### src/rtl/systolic_drain_pkg.sv
// +----------------------------------------------------------------------------+
// | Module   : sys_pkg                                                         |
// | Brief    : Shared types and default sizes for the systolic column blocks.  |
// | Revision : 1.0                                                             |
// +----------------------------------------------------------------------------+
`default_nettype none

package sys_pkg;
    localparam int c_WIDTH = 8;
    localparam int c_ROW   = 4;

    typedef enum logic [0:0] {
        IDLE   = 1'b0,
        STREAM = 1'b1
    } drain_state_t;
endpackage

`default_nettype wire

### src/rtl/systolic_drain_if.sv
// +----------------------------------------------------------------------------+
// | Module   : systolic_drain_if                                               |
// | Brief    : Valid/ready element stream from the drain to the output buffer. |
// | Revision : 1.0                                                             |
// +----------------------------------------------------------------------------+
`default_nettype none

interface systolic_drain_if #(
    parameter int width = 8
);
    logic [width-1:0] m_data;
    logic             m_valid;
    logic             m_ready;
    logic             m_last;

    modport master (output m_data, output m_valid, output m_last, input m_ready);
    modport slave  (input m_data, input m_valid, input m_last, output m_ready);
endinterface

`default_nettype wire

### src/rtl/systolic_drain_fifo.sv
// +----------------------------------------------------------------------------+
// | Module   : drain_fifo                                                      |
// | Brief    : Single-clock synchronous FIFO; write accepted when full if a    |
// |            pop happens on the same edge.                                   |
// | Revision : 1.0                                                             |
// +----------------------------------------------------------------------------+
`default_nettype none

module drain_fifo #(
    parameter int width = 8,
    parameter int depth = 4
) (
    input  wire logic                     clk,
    input  wire logic                     rst,
    input  wire logic                     push,
    input  wire logic                     pop,
    input  wire logic [width-1:0]         din,
    output logic      [width-1:0]         dout,
    output logic                          empty,
    output logic                          full,
    output logic      [$clog2(depth):0]   count
);
    localparam int c_AW = $clog2(depth);

    logic [width-1:0] mem_q [depth];
    logic [c_AW-1:0]  wptr_q;
    logic [c_AW-1:0]  rptr_q;
    logic [c_AW:0]    count_q;
    logic             wr_en;
    logic             rd_en;

    assign empty = (count_q == '0);
    assign full  = (count_q == (c_AW+1)'(depth));
    assign count = count_q;
    assign dout  = mem_q[rptr_q];
    assign rd_en = pop & ~empty;
    assign wr_en = push & (~full | rd_en);

    always_ff @(posedge clk or posedge rst) begin
        if (rst) begin
            wptr_q  <= '0;
            rptr_q  <= '0;
            count_q <= '0;
        end else begin
            if (wr_en) wptr_q <= wptr_q + 1'b1;
            if (rd_en) rptr_q <= rptr_q + 1'b1;
            case ({wr_en, rd_en})
                2'b10:   count_q <= count_q + 1'b1;
                2'b01:   count_q <= count_q - 1'b1;
                default: count_q <= count_q;
            endcase
        end
    end

    // Storage needs no reset: reads are gated by the count.
    always_ff @(posedge clk) begin
        if (wr_en) mem_q[wptr_q] <= din;
    end
endmodule

`default_nettype wire

### src/rtl/systolic_drain.sv
// +----------------------------------------------------------------------------+
// | Module   : systolic_drain                                                  |
// | Brief    : Collects skewed per-row column results into row FIFOs and       |
// |            streams each complete vector row 0 first. Define                |
// |            SYS_DRAIN_RELU_EN to zero negative elements on the stream side. |
// | Revision : 1.0                                                             |
// +----------------------------------------------------------------------------+
`default_nettype none

module systolic_drain
    import sys_pkg::*;
#(
    parameter int width = c_WIDTH,
    parameter int row   = c_ROW,
    parameter int depth = 4
) (
    input  wire logic                 clk,
    input  wire logic                 rst,
    input  wire logic [width-1:0]     feature_out [row-1:0],
    input  wire logic [row-1:0]       out_in,
    systolic_drain_if.master          m_if,
    output logic                      overflow,
    output logic                      busy
);
    localparam int              c_IW   = $clog2(row);
    localparam int              c_CW   = $clog2(depth) + 1;
    localparam logic [c_IW-1:0] c_LAST = c_IW'(row - 1);

    drain_state_t     state_q, state_d;
    logic [c_IW-1:0]  idx_q, idx_d;
    logic             overflow_q, overflow_d;

    logic [width-1:0] head [row];
    logic [c_CW-1:0]  count [row];
    logic [row-1:0]   empty;
    logic [row-1:0]   full;
    logic [row-1:0]   keep;
    logic [row-1:0]   drop;
    logic [width-1:0] head_sel;
    logic             stream;
    logic             xfer;
    logic             pop_all;

    assign stream  = (state_q == STREAM);
    assign xfer    = stream & m_if.m_ready;
    assign pop_all = xfer & (idx_q == c_LAST);

    generate
        for (genvar i = 0; i < row; i++) begin : g_row
            drain_fifo #(
                .width (width),
                .depth (depth)
            ) u_fifo (
                .clk   (clk),
                .rst   (rst),
                .push  (out_in[i]),
                .pop   (pop_all),
                .din   (feature_out[i]),
                .dout  (head[i]),
                .empty (empty[i]),
                .full  (full[i]),
                .count (count[i])
            );
            // Row still holds a vector after the pop if it had two or is refilled now.
            assign keep[i] = (count[i] > c_CW'(1)) | out_in[i];
            assign drop[i] = out_in[i] & full[i] & ~pop_all;
        end
    endgenerate

    always_ff @(posedge clk or posedge rst) begin
        if (rst) begin
            state_q    <= IDLE;
            idx_q      <= '0;
            overflow_q <= 1'b0;
        end else begin
            state_q    <= state_d;
            idx_q      <= idx_d;
            overflow_q <= overflow_d;
        end
    end

    always_comb begin
        state_d    = state_q;
        idx_d      = idx_q;
        overflow_d = overflow_q | (|drop);
        case (state_q)
            IDLE: begin
                if (&(~empty)) begin
                    state_d = STREAM;
                    idx_d   = '0;
                end
            end
            STREAM: begin
                if (xfer) begin
                    if (idx_q == c_LAST) begin
                        idx_d   = '0;
                        state_d = (&keep) ? STREAM : IDLE;
                    end else begin
                        idx_d = idx_q + 1'b1;
                    end
                end
            end
            default: state_d = IDLE;
        endcase
    end

    always_comb begin
        head_sel     = head[idx_q];
        m_if.m_valid = stream;
        m_if.m_last  = stream & (idx_q == c_LAST);
        m_if.m_data  = '0;
`ifdef SYS_DRAIN_RELU_EN
        if (stream && !head_sel[width-1]) m_if.m_data = head_sel;
`else
        if (stream) m_if.m_data = head_sel;
`endif
    end

    assign overflow = overflow_q;
    assign busy     = stream | ~(&empty);
endmodule

`default_nettype wire

### src/flat_wrapper.sv
// flat-port wrapper written by rule: the top's interface ports become plain ports
module systolic_drain_flat import sys_pkg::*;
#(
    parameter int width = c_WIDTH,
    parameter int row   = c_ROW,
    parameter int depth = 4
)
  (clk, rst, feature_out, out_in, overflow, busy, m_if_m_data, m_if_m_valid, m_if_m_last, m_if_m_ready);
  systolic_drain_if #(.width(width)) m_if_i ();
  input  wire logic clk;
  input  wire logic rst;
  input  wire logic [width-1:0] feature_out[row-1:0];
  input  wire logic [row-1:0] out_in;
  output logic overflow;
  output logic busy;
  output wire logic [$bits(m_if_i.m_data)-1:0] m_if_m_data;
  output wire logic [$bits(m_if_i.m_valid)-1:0] m_if_m_valid;
  output wire logic [$bits(m_if_i.m_last)-1:0] m_if_m_last;
  input wire logic [$bits(m_if_i.m_ready)-1:0] m_if_m_ready;
  assign m_if_m_data = m_if_i.m_data;
  assign m_if_m_valid = m_if_i.m_valid;
  assign m_if_m_last = m_if_i.m_last;
  assign m_if_i.m_ready = m_if_m_ready;
  systolic_drain #(.width(width), .row(row), .depth(depth)) u_core (.clk(clk), .rst(rst), .feature_out(feature_out), .out_in(out_in), .m_if(m_if_i), .overflow(overflow), .busy(busy));
endmodule
### config.mk
export PLATFORM = sky130hd
export DESIGN_NAME = systolic_drain_flat
export DESIGN_NICKNAME = d
export VERILOG_FILES = /design/src/rtl/systolic_drain_pkg.sv /design/src/rtl/systolic_drain_if.sv /design/src/rtl/systolic_drain_fifo.sv /design/src/rtl/systolic_drain.sv /design/src/flat_wrapper.sv
export SDC_FILE = /design/constraint.sdc
export NUM_CORES = 1
export LEC_CHECK = 0
export CORE_ASPECT_RATIO = 1.5
export CORE_UTILIZATION = 60
export DETAILED_ROUTE_END_ITERATION = 7
export PLACE_DENSITY = 0.87
export SYNTH_ARGS = -nofsm -noshare
export SYNTH_HDL_FRONTEND = slang
export SYNTH_SLANG_ARGS = --single-unit
### constraint.sdc
create_clock -name clk -period 2.85 [get_ports clk]
set_input_delay 0.855 -clock clk [delete_from_list [all_inputs] [get_ports clk]]
set_output_delay 0.855 -clock clk [all_outputs]
set_load 0.02 [all_outputs]
==> results.py, run 1 <==
metrics = {
    "clock_network": {
        "clk_path_buf_depth": 2,
        "cts_buffers": 17,
        "cts_root_buffer": "clkbuf_16",
        "insertion_delay_ns": 0.43,
        "path_clk_slew_ns": 0.06,
        "cts_tree": "built",
        "h-tree-depth": 4,
        "clock-sinks": 160,
        "postCtsHoldBufs": 0,
    },
    "layout": {
        "num_antenna_cells": 0,
        "fin_area_um2": 9224,
        "fin_nets": 651,
        "fin_util_pct": 80.41,
        "syn_to_final_growth_pct": 31.17,
        "drive_gt1_share_pct": 26.02,
    },
    "global_route": {
        "antenna_found_initial": 0,
        "grt_pass1_vias": 4634,
        "grt.total_usage_pct": 28.98,
        "grt_max_degree": 33,
        "grt_pass1_wl_um": 25540,
        "overflow": 0,
    },
    "worst_setup_path": {
        "crit_fanout": 8,
        "cp.required_ns": 2.00,
        "cp-end-kind": "output port",
        "cpLargestDelayFamily": "compound AO/OA/AOI/OAI gates",
        "critPathLaunchType": "flip-flop",
        "timing.critical_path.buf_inv": 3,
        "crit_type": "flip-flop to output port",
        "crit_path_cell_trace": "buf_4 -> buf_12 -> mux2i_4 -> o22ai_1 -> o41a_1 -> buf_4",
        "cpPeakStageDelay_ns": 0.47,
        "arrival_ns": 2.17,
        "slowest_stage": "o41a_1",
        "path_common_cell": "buf_4",
    },
    "routing": {
        "detail_route.wl_per_cell_um": 25.50,
        "drcViolationCount": 0,
        "routed_wl_um": 18820,
        "vias_per_cell": 6.270,
        "antenna_left": 0,
        "drt_iter0_markers": 331,
        "dr_total_vias": 4627,
        "drt-pass1-iter-count": 6,
    },
    "synthesis": {
        "synthesis.area_um2": 7032,
        "yosysUniqueCellTypes": 32,
        "synth_flop_cell": "edfxtp_1",
        "syn-num-nets": 538,
        "ys_seq_elements": 160,
        "yosysSeqAreaShare_pct": 66.05,
        "synthArstFlopShare_pct": 20.00,
        "synthCells": 462,
        "avgSynthCellArea_um2": 15.22,
        "synth_edf_count": 128,
        "yosys_warnings": 0,
    },
    "placement": {
        "placed_area_um2": 8000,
        "place_ws_ns": -0.2035,
        "dp_hpwl_um": 10040,
        "gp_congestion": 0.8440,
        "port_buffers": 50,
    },
    "run": {
        "drv_cap": 0,
    },
    "sta": {
        "worst_pin_slew_ns": 0.6219,
        "fin_skew_ns": 0.009210,
        "final-setup-viol-count": 8,
        "finalHoldViolCount": 0,
        "timing.setup.tns_ns": -0.9130,
        "final.min_clock_period_ns": 3.023,
        "max_freq_mhz": 330.8,
        "fin_ws_ns": -0.1730,
        "finalCritPeriodShare_pct": 106.1,
        "max-slew-margin-rel_pct": 58.54,
        "rsz0062_at_grt": "true",
        "slew_viol_final": 0,
    },
    "power": {
        "p_leak_nw": 3.506,
        "cellPowerDensity_nw_per_um2": 1116,
        "p_total_mw": 10.30,
        "vdd_drop_max_uv": 596.6,
    },
    "floorplanning": {
        "fp.dieW_um": 90.39,
        "die_h_um": 134.6,
        "num_rows": 48,
        "pin_count": 51,
        "coreArea_um2": 11470,
        "die_area_um2": 12170,
        "initial_core_util_pct": 61.30,
    },
    "status": {
        "violations": "setup timing",
        "status": "complete, but fails checks",
    },
    "worst_hold_path": {
        "hold_class": "flip-flop to flip-flop",
    },
}
==> layer usage <==
metal | vias to the layer above | wire (um) | track usage, %
met1 | 2308 | 6492 | 31.15
met2 | 297 | 10030 | 52.08
met4 | 0 | 1121 | 17.74
met5 | - | 0 | 0
met3 | 70 | 1176 | 6.194
li1 | 1952 | - | -
==> Yosys cell counts, types with 2 or more instances <==
cell type	n	share of area [%]
o41a_1	8	1.3
nand2_1	18	0.96
and3_1	2	0.18
nand4_1	2	0.18
mux2i_1	68	9.7
nor2_1	18	0.96
edfxtp_1	128	55
xor2_1	8	1.0
nor2b_1	3	0.27
a31o_1	2	0.25
inv_1	22	1.2
or3b_1	2	0.25
buf_2	3	0.21
nand3_1	6	0.43
ha_1	37	6.6
xnor2_1	16	2.0
and2_1	18	1.6
o21ai_0	13	0.93
o21a_1	4	0.43
nand3b_1	2	0.21
o22ai_1	32	2.8
buf_6	9	1.4
dfrtp_1	32	11
==> registers in the layout, summed over array words and instances (netlist names) <==
register	cells
u_core.g_row.u_fifo.mem_q	128
u_core.m_if.m_valid	1
u_core.overflow	1
u_core.g_row.u_fifo.count	12
u_core.idx_q	2
u_core.g_row.u_fifo.wptr_q	8
u_core.g_row.u_fifo.rptr_q	8
==> layout by cell type, fill, tap and decap left out, drive strengths merged <==
master and n:
a21o 1, a31o 2, a41oi 1, and2 18
and3 2, buf 64, bufbuf 1, bufinv 2
clkbuf 19, clkdlybuf4s50 40, clkinv 4, clkinvlp 3
dfrtp 32, dlygate4sd2 1, edfxtp 128, ha 37
inv 28, mux2i 68, nand2 18, nand2b 1
nand3 6, nand3b 3, nand4 2, nand4b 1
nor2 18, nor2b 3, nor3 1, o21a 4
o21ai 13, o22ai 32, o41a 8, or3 1
or3b 2, xnor2 16, xor2 8
==> metrics by stage <==
step	hold slack, ns	cells
final	0.5216	738
after global routing	0.5402	738
after detailed placement	0.4802	684
after CTS	0.5029	735
after floorplan	0.4582	462
after global placement	0.4675	684
==> what timing repair did <==
| action | 4_1_cts | 5_1_grt |
|---|---|---|
| endpoints found under the hold margin | 0 | 0 |
| pin swaps | 3 | 6 |
| endpoints found under the setup margin | 10 | 9 |
| gates cloned | 2 | 1 |
| gates resized for setup | 82 | 42 |
| buffers inserted | 17 | 4 |
==> where the power goes <==
group	internal [mW]	switching, mW
Sequential	3.17	0.470
Combinational	2.14	2.19
Clock	1.32	1.01
Total	6.63	3.66
==> logic make-up (layout without fill, tap and decap cells) <==
family          Yosys count  after routing  synth area share (%)
buf+inv                  36            162                 3.167
compound gates           61             61                 5.961
fa+ha+maj                37             37                 6.584
mux                      68             68                 9.680
xor+xnor                 24             24                 2.989
flops                   160            160                 66.05
simple gates             76             76                 5.569
==> cell type report <==
class                           instances  area [um2]
Clock buffer                           17       425.4
Clock inverter                         15       175.2
Fill cell                             552        2247
Inverter                               22       82.58
Multi-Input combinational cell        266        2550
Sequential cell                       160        4651
Tap cell                              150       187.7
Timing Repair Buffer                  108        1152
==> path summary, 6_finish.rpt <==
| check | start | to | slack (ns) | cells after the start |
|---|---|---|---|---|
| max reg2reg | u_core.idx_q[1]$_DFFE_PP0P_ | u_core.g_row[1].u_fifo.count[2]$_DFFE_PP0P_ | 0.47 | 10 |
| min in group asynchronous | rst | u_core.g_row[0].u_fifo.wptr_q[1]$_DFFE_PP0P_ | 0.82 | 3 |
| max in group asynchronous | rst | u_core.idx_q[1]$_DFFE_PP0P_ | 1.67 | 3 |
| max | u_core.g_row[0].u_fifo.rptr_q[0]$_DFFE_PP0N_ | m_if_m_data[1] | -0.17 | 6 |
| min reg2reg | u_core.overflow$_DFF_PP0_ | u_core.overflow$_DFF_PP0_ | 0.52 | 1 |
| min | u_core.overflow$_DFF_PP0_ | u_core.overflow$_DFF_PP0_ | 0.52 | 1 |
Note: power is estimated with default switching activity, not from simulation.
==> run 2, diff against run 1 <==
- DONT_BUFFER_PORTS: default -> 1
- PLACE_DENSITY: 0.87 -> 0.82
==> run 2 against run 1 <==
The flow now finishes without violations. Combinational power shrank 37%. Critical path depth shrank 3. Cell count shrank 13%. Clock skew grew 0.00066 ns. Critical path type unchanged. Largest power group is now sequential cells.
==> results.py, run 2 (synthesis gave the netlist of run 1 again) <==
metrics = {
    "power": {
        "vdd_drop_max_uv": 665.8,
        "cellPowerDensity_nw_per_um2": 1081,
        "p_leak_nw": 2.964,
        "p_total_mw": 8.412,
    },
    "layout": {
        "fin_cells": 640,
        "drive_gt1_share_pct": 9.388,
        "fin_nets": 554,
        "num_antenna_cells": 0,
        "syn_to_final_growth_pct": 10.66,
        "largest_reg_flops": 128,
        "final_cell_mix": "128 x edfxtp_1, 67 x mux2i_1, 37 x ha_1",
        "regMostFlops": "u_core.g_row.u_fifo.mem_q",
        "mostFrequentLayoutCell": "edfxtp_1",
        "fin_area_um2": 7781,
    },
    "sta": {
        "finalCritPeriodShare_pct": 99.32,
        "fin_skew_ns": 0.009872,
        "final.min_clock_period_ns": 2.831,
        "hold_ws_ns": 0.4158,
        "final-setup-viol-count": 0,
        "slew_viol_final": 0,
        "worst_pin_slew_ns": 0.4658,
        "fin_ws_ns": 0.01924,
        "finalHoldViolCount": 0,
        "max_freq_mhz": 353.3,
        "rsz0062_at_grt": "true",
        "max-slew-margin-rel_pct": 68.95,
    },
    "worst_setup_path": {
        "arrival_ns": 1.98,
        "crit_path_cell_trace": "or3b_4 -> o22ai_1 -> o41a_1",
        "cp-end-kind": "output port",
        "slowest_stage": "or3b_4",
        "cp.required_ns": 2.00,
        "cpPeakStageDelay_ns": 0.47,
        "crit_fanout": 11,
        "critPathLaunchType": "flip-flop",
        "crit_type": "flip-flop to output port",
    },
    "routing": {
        "drt_iter0_markers": 250,
        "drcViolationCount": 0,
        "detail_route.wl_per_cell_um": 20.95,
        "dr_total_vias": 3753,
        "drt-pass1-iter-count": 4,
        "vias_per_cell": 5.864,
        "antenna_left": 0,
        "routed_wl_um": 13410,
    },
    "clock_network": {
        "h-tree-depth": 4,
        "insertion_delay_ns": 0.42,
        "path_clk_slew_ns": 0.06,
        "clock-sinks": 160,
        "clk_path_buf_depth": 2,
        "cts_buffers": 17,
        "cts_tree": "built",
        "cts_root_buffer": "clkbuf_16",
    },
    "global_route": {
        "grt.total_usage_pct": 23.73,
        "antenna_found_initial": 0,
        "use_met1_pct": 26.13,
        "grt_pass1_wl_um": 21110,
        "grt_max_degree": 33,
        "met2_usage_pct": 42.24,
        "use_met3_pct": 6.926,
        "grt_pass1_vias": 3960,
        "overflow": 0,
        "grt.busiest_layer": "met2",
    },
    "floorplanning": {
        "die_h_um": 134.6,
        "coreArea_um2": 11470,
        "pin_count": 51,
        "num_rows": 48,
        "fp.dieW_um": 90.39,
        "initial_core_util_pct": 61.30,
        "die_area_um2": 12170,
    },
    "run": {
        "drv_cap": 0,
    },
    "placement": {
        "dp.cells": 604,
        "gp_congestion": 0.7925,
        "port_buffers": 0,
        "dp_hpwl_um": 9463,
        "placed_area_um2": 7149,
        "place_ws_ns": 0.3153,
    },
    "status": {
        "status": "finished clean",
    },
    "worst_hold_path": {
        "hold_class": "input port to asynchronous set/reset pin",
    },
}
[run 2: cell types whose count changed in the layout (fill, tap and decap cells not counted), moves of 4 or more]
cell             delta
mux2i_4            -17
buf_6               -5
buf_12             -10
inv_8               -4
buf_4              -36
clkdlybuf4s50_1    -40
mux2i_2             -9
mux2i_1            +26
o22ai_2            -14
o22ai_1            +16
[run 2: critical path, delay by kind of cell (launching register included)]
| kind | cells | cell delay (ns) |
|---|---|---|
| flip-flops | 1 | 0.46 |
| AO/OA/AOI/OAI | 2 | 0.62 |
| AND/OR/NAND/NOR | 1 | 0.47 |
[run 2: final cells by class]
class | count | area (um2)
clock buffers | 20 | 436.7
clock inverters | 11 | 115.1
fillers | 776 | 3690
inverters | 22 | 82.58
multi-input cells | 266 | 2178
flip-flops and latches | 160 | 4649
well taps | 150 | 187.7
repair buffers | 11 | 131.4
[run 2: final timing paths]
check                                                                   from                                           end  slack [ns]  depth (start not counted)
worst min-delay path                                                     rst   u_core.g_row[2].u_fifo.count[0]$_DFFE_PP0P_        0.42                          2
worst max register to register                   u_core.idx_q[0]$_DFFE_PP0P_   u_core.g_row[1].u_fifo.count[2]$_DFFE_PP0P_        0.61                          7
worst min register to register  u_core.g_row[3].u_fifo.rptr_q[1]$_DFFE_PP0N_  u_core.g_row[3].u_fifo.rptr_q[1]$_DFFE_PP0N_        0.50                          1
max in group asynchronous                                                rst  u_core.g_row[2].u_fifo.rptr_q[0]$_DFFE_PP0P_        2.09                          2
min in group clk                u_core.g_row[3].u_fifo.rptr_q[1]$_DFFE_PP0N_  u_core.g_row[3].u_fifo.rptr_q[1]$_DFFE_PP0N_        0.50                          1
worst max-delay path                             u_core.idx_q[0]$_DFFE_PP0P_                                m_if_m_data[5]        0.02                          3
[run 2: what timing repair did]
item                       CTS  global route
pin swaps                    2             6
setup endpoints to repair    8             8
gates resized for setup      7             4
buffers inserted             0             5
hold buffers                 0             0
[run 2: report_power, final]
group	switching [mW]	internal (mW)	leakage, nW	total, mW
Combinational	1.60	1.13	1.15	2.73
Sequential	0.373	3.17	1.55	3.54
Clock	0.863	1.28	0.266	2.14
Total	2.83	5.58	2.96	8.41
[run 2: metrics by stage]
stage / util [%] / TNS [ns]
floorplan: - / 0
global placement: 62.33 / 0
detailed placement: 62.33 / 0
CTS: 67.29 / -0.03684
global route: 67.83 / -0.1097
finish: 67.83 / 0
[run 2: layer usage]
metal | wire length [um] | up-vias
met5 | 0 | -
met4 | 359 | 0
met3 | 819 | 22
met2 | 7315 | 112
met1 | 4916 | 1863
li1 | - | 1756
==> RTL edit 1, RTL diff (config.mk and constraints of run 1) <==
Add a define of `SYS_DRAIN_RELU_EN`.
--- a/src/rtl/systolic_drain.sv
+++ b/src/rtl/systolic_drain.sv
@@ -6,6 +6,8 @@
 // | Revision : 1.0                                                             |
 // +----------------------------------------------------------------------------+
 `default_nettype none
+
+`define SYS_DRAIN_RELU_EN
 
 module systolic_drain
     import sys_pkg::*;
Function: changed (a bounded check fails within 4 cycles, from zero or initial values and one cycle with rst high).
==> RTL edit 1 against run 1 <==
The run still ends with setup timing left. Cell area fell by 7.4%. Sequential share of layout area grew 3.9 points. Synthesized area decreased by 1.2%. Hold slack got worse by 0.041 ns. Wire length shrank 20%. Total power decreased by 10%. Utilization fell by 3.9 points. Setup slack worse by 0.23 ns. Sequential power fell by 3%. Sequential cell count unchanged. Die area is 1.2% lower. Combinational power shrank 20%. Critical path type unchanged. Critical endpoint is now m_if_m_data[4]. Largest cell class unchanged. Largest power group is now registers.
==> RTL edit 1: results (changes against run 1) <==
[power]
seqPwrFrac_pct = 38.2  ; +2.8 points
leakagePower_nw = 3.26  ; -7.1%
internal-power_mw = 6.17  ; -7.0%
p_sw_share_pct = 33.3  ; -2.3 points
peakVddDrop_uv = 654  ; +9.5%

[layout]
clk_share_pct = 6.93  ; +0.41 points
fin_nets = 579  ; -11%
nonClkBufAreaFrac_pct = 10.3  ; -2.2 points
drive_gt1_share_pct = 25.4  ; -0.63 points
area_growth_pct = 23.0
n_all_buffers = 95  ; -12%
ff_latch_area_um2 = 4640  ; -0.13%

[route]
drt-initial-drc-count = 218  ; -34%
vias_per_cell = 5.79  ; -7.6%
wl_per_cell_um = 22.6  ; -11%
drt_pass1_iterations = 4  ; -2

[logic_synthesis]
avgSynthCellArea_um2 = 17.3  ; +14%
syn_nets = 478  ; -11%
synth_area_leaders = edfxtp_1 55%, mux4_2 12%, dfrtp_1 12%
yosysUniqueCellTypes = 37  ; +16%

[placement]
dpl_cell_area_um2 = 7900  ; -1.2%
detailed_place_hpwl_mm = 10.4  ; +3.3%
io_buffers = 49  ; -2.0%
dp_cells = 627  ; -8.3%
gp_congestion = 0.812  ; -3.8%

[worst_setup_path]
r2r_start = u_core.idx_q[0]
worstPathArrival_ns = 2.40  ; +0.23 ns
crit_family = multiplexers
cpMaxStageDelayCell = mux4_2
r2r_slack_ns = 0.71  ; +0.24 ns
critPathMaxStageDelay_ns = 0.52  ; +0.05 ns

[clocking]
post_cts_resized = 39  ; -52%
post_cts.repair.setup_buffers = 4  ; -13
clk_latency_ns = 0.41  ; -0.02 ns

[global_routing]
grt_pass1_wl_mm = 23.3  ; -8.9%
grt_pass1_vias = 4168  ; -10%

[timing]
setup_ws_ns = -0.401  ; -0.228 ns
setup_tns_ns = -2.72  ; -1.80 ns
holdWs_ns = 0.481  ; -0.0406 ns
setup_violations = 7  ; -1
fin_skew_ns = 0.00484  ; -0.00437 ns

[outcome]
status = complete, but fails checks
violations = setup timing

RTL edit 1: cell count changes after synthesis, moves of 5 or more:
cell      before  now
o41a_1         8    0
mux4_2         0   38
nor2b_1        3   10
buf_6          9    2
mux2i_1       68    6
clkbuf_1       1    6
o22ai_1       32    1
nor2_1        18   13
RTL edit 1: kinds of logic (layout without fill, tap and decap cells):
| logic type | Yosys count | count (layout) | share of synthesized area [%] |
|---|---|---|---|
| multiplexers | 45 | 45 | 13.3 |
| buffers and inverters | 38 | 152 | 2.36 |
| XOR/XNOR | 24 | 24 | 3.03 |
| other | 1 | 1 | 0.0540 |
| adder cells (fa/ha/maj) | 37 | 37 | 6.66 |
| AND/OR/NAND/NOR | 69 | 69 | 5.04 |
| flip-flops | 160 | 160 | 66.9 |
| AO/OA/AOI/OAI | 28 | 28 | 2.65 |
RTL edit 1: metal layers:
metal	GRT usage (%)	share of wire [%]
met2	47.1	54
met4	18.1	5.5
met5	0	0.073
met3	5.73	4.8
met1	30.4	35
==> RTL edit 2, RTL diff (flow settings as in run 1) <==
Without the edit above. Put one more register stage on the output `overflow`, with the module's reset. The value now appears one clock later. The other outputs are not delayed to match.
--- a/src/rtl/systolic_drain.sv
+++ b/src/rtl/systolic_drain.sv
@@ -116,7 +116,13 @@
 `endif
     end
 
-    assign overflow = overflow_q;
+    always_ff @(posedge clk or posedge rst) begin
+        if (rst) begin
+            overflow <= '0;
+        end else begin
+            overflow <= overflow_q;
+        end
+    end
     assign busy     = stream | ~(&empty);
 endmodule
 
Check against the original RTL: not equivalent (Yosys sat finds a counterexample within 10 cycles, from zero or initial values and one cycle with rst high).
==> RTL edit 2 against run 1 <==
The run still ends with setup timing left. Cell area fell by 4.6%. First-iteration DRC count up 21%. Setup slack better by 0.093 ns. Wire length down 19%. Sequential cell count up 1. Synthesized area is 0.55% lower. Total power down 6.6%. Clock skew fell by 0.0021 ns. Global-route usage fell by 1.5 points.
==> RTL edit 2: results (changes against run 1) <==
[logic_synthesis]
yosysUniqueCellTypes = 34  ; +6.3%
synth.mux.area_fraction_pct = 10.6  ; +0.91 points
synth_area_leaders = edfxtp_1 55%, dfrtp_1 12%, mux4_2 7.7%
synth_common_cells = 128 x edfxtp_1, 37 x ha_1, 33 x dfrtp_1

[route]
vias = 4156  ; -10%
drt-initial-drc-count = 399  ; +21%
vias_per_cell = 5.95  ; -5.0%
drt_pass1_iterations = 5  ; -1

[power]
p_sw_share_pct = 33.5  ; -2.1 points
leakagePower_nw = 3.34  ; -4.7%
peakVddDrop_uv = 665  ; +12%

[worst_setup_path]
r2r-end = u_core.g_row[3].u_fifo.count[2]
r2r_slack_ns = 0.57  ; +0.10 ns
worstPathArrival_ns = 2.08  ; -0.09 ns
critPathMaxStageDelay_ns = 0.53  ; +0.06 ns
cp_max_fo = 4  ; -4
cp-endpoint = m_if_m_data[2]
r2r_start = u_core.idx_q[0]

[timing]
holdWs_ns = 0.393  ; -0.129 ns
setup_ws_ns = -0.0800  ; +0.0929 ns
setup_tns_ns = -0.237  ; +0.676 ns
setup_violations = 4  ; -4
tightest_slew_ns = 0.483  ; -0.139 ns
fin_skew_ns = 0.00707  ; -0.00214 ns

[layout]
fin_nets = 614  ; -5.7%
drive_gt1_share_pct = 25.8  ; -0.25 points
post-route-util_pct = 78.8  ; -1.6 points

[global_routing]
grt_use_met2_pct = 48.4  ; -3.7 points
grt_pass1_vias = 4416  ; -4.7%
grt_pass1_wl_mm = 23.9  ; -6.6%
grt_use_total_pct = 27.5  ; -1.5 points

[outcome]
violations = setup timing
status = complete, but fails checks

[placement]
detailed_place_hpwl_mm = 9.88  ; -1.6%
dp_cells = 659  ; -3.7%
dpl_worst_slack_ns = -0.0546  ; +0.149 ns
gp_congestion = 0.886  ; +5.0%

[worst_hold_path]
hold_start = u_core.overflow_q
min_path_cells = 0  ; -1

==> RTL edit 2: changes by cell type after synthesis, sizes merged, moves of 5 or more <==
cell    change
a21oi       +8
o22ai      -24
buf         -5
clkbuf      +6
mux4       +24
nand4       +5
o41a        -8
mux2i      -48
==> RTL edit 2: layout make-up <==
type	count	share of cell area, %
multi-input cells	236	25.6
inverters	23	0.981
well taps	147	2.09
clock inverters	15	2.33
clock buffers	17	4.83
repair buffers	99	11.1
flip-flops and latches	161	53.1
==> RTL edit 2: worst max-delay path, delay by kind of cell, from the launching register on <==
family | cells | cell delay [ns]
mux | 1 | 0.53
buf+inv | 3 | 0.38
compound gates | 2 | 0.32
flops | 1 | 0.42
==> RTL edit 2: what timing repair did <==
item,CTS,global route
setup buffers,5,3
endpoints found under the setup margin,10,9
pin swaps,5,3
gates resized for setup,55,23
==> RTL edit 2: metal layers <==
layer	routed length (um)	vias to the layer above
met3	916	51
met1	5460	2067
met4	687	0
met5	0	-
li1	-	1845
met2	8120	193
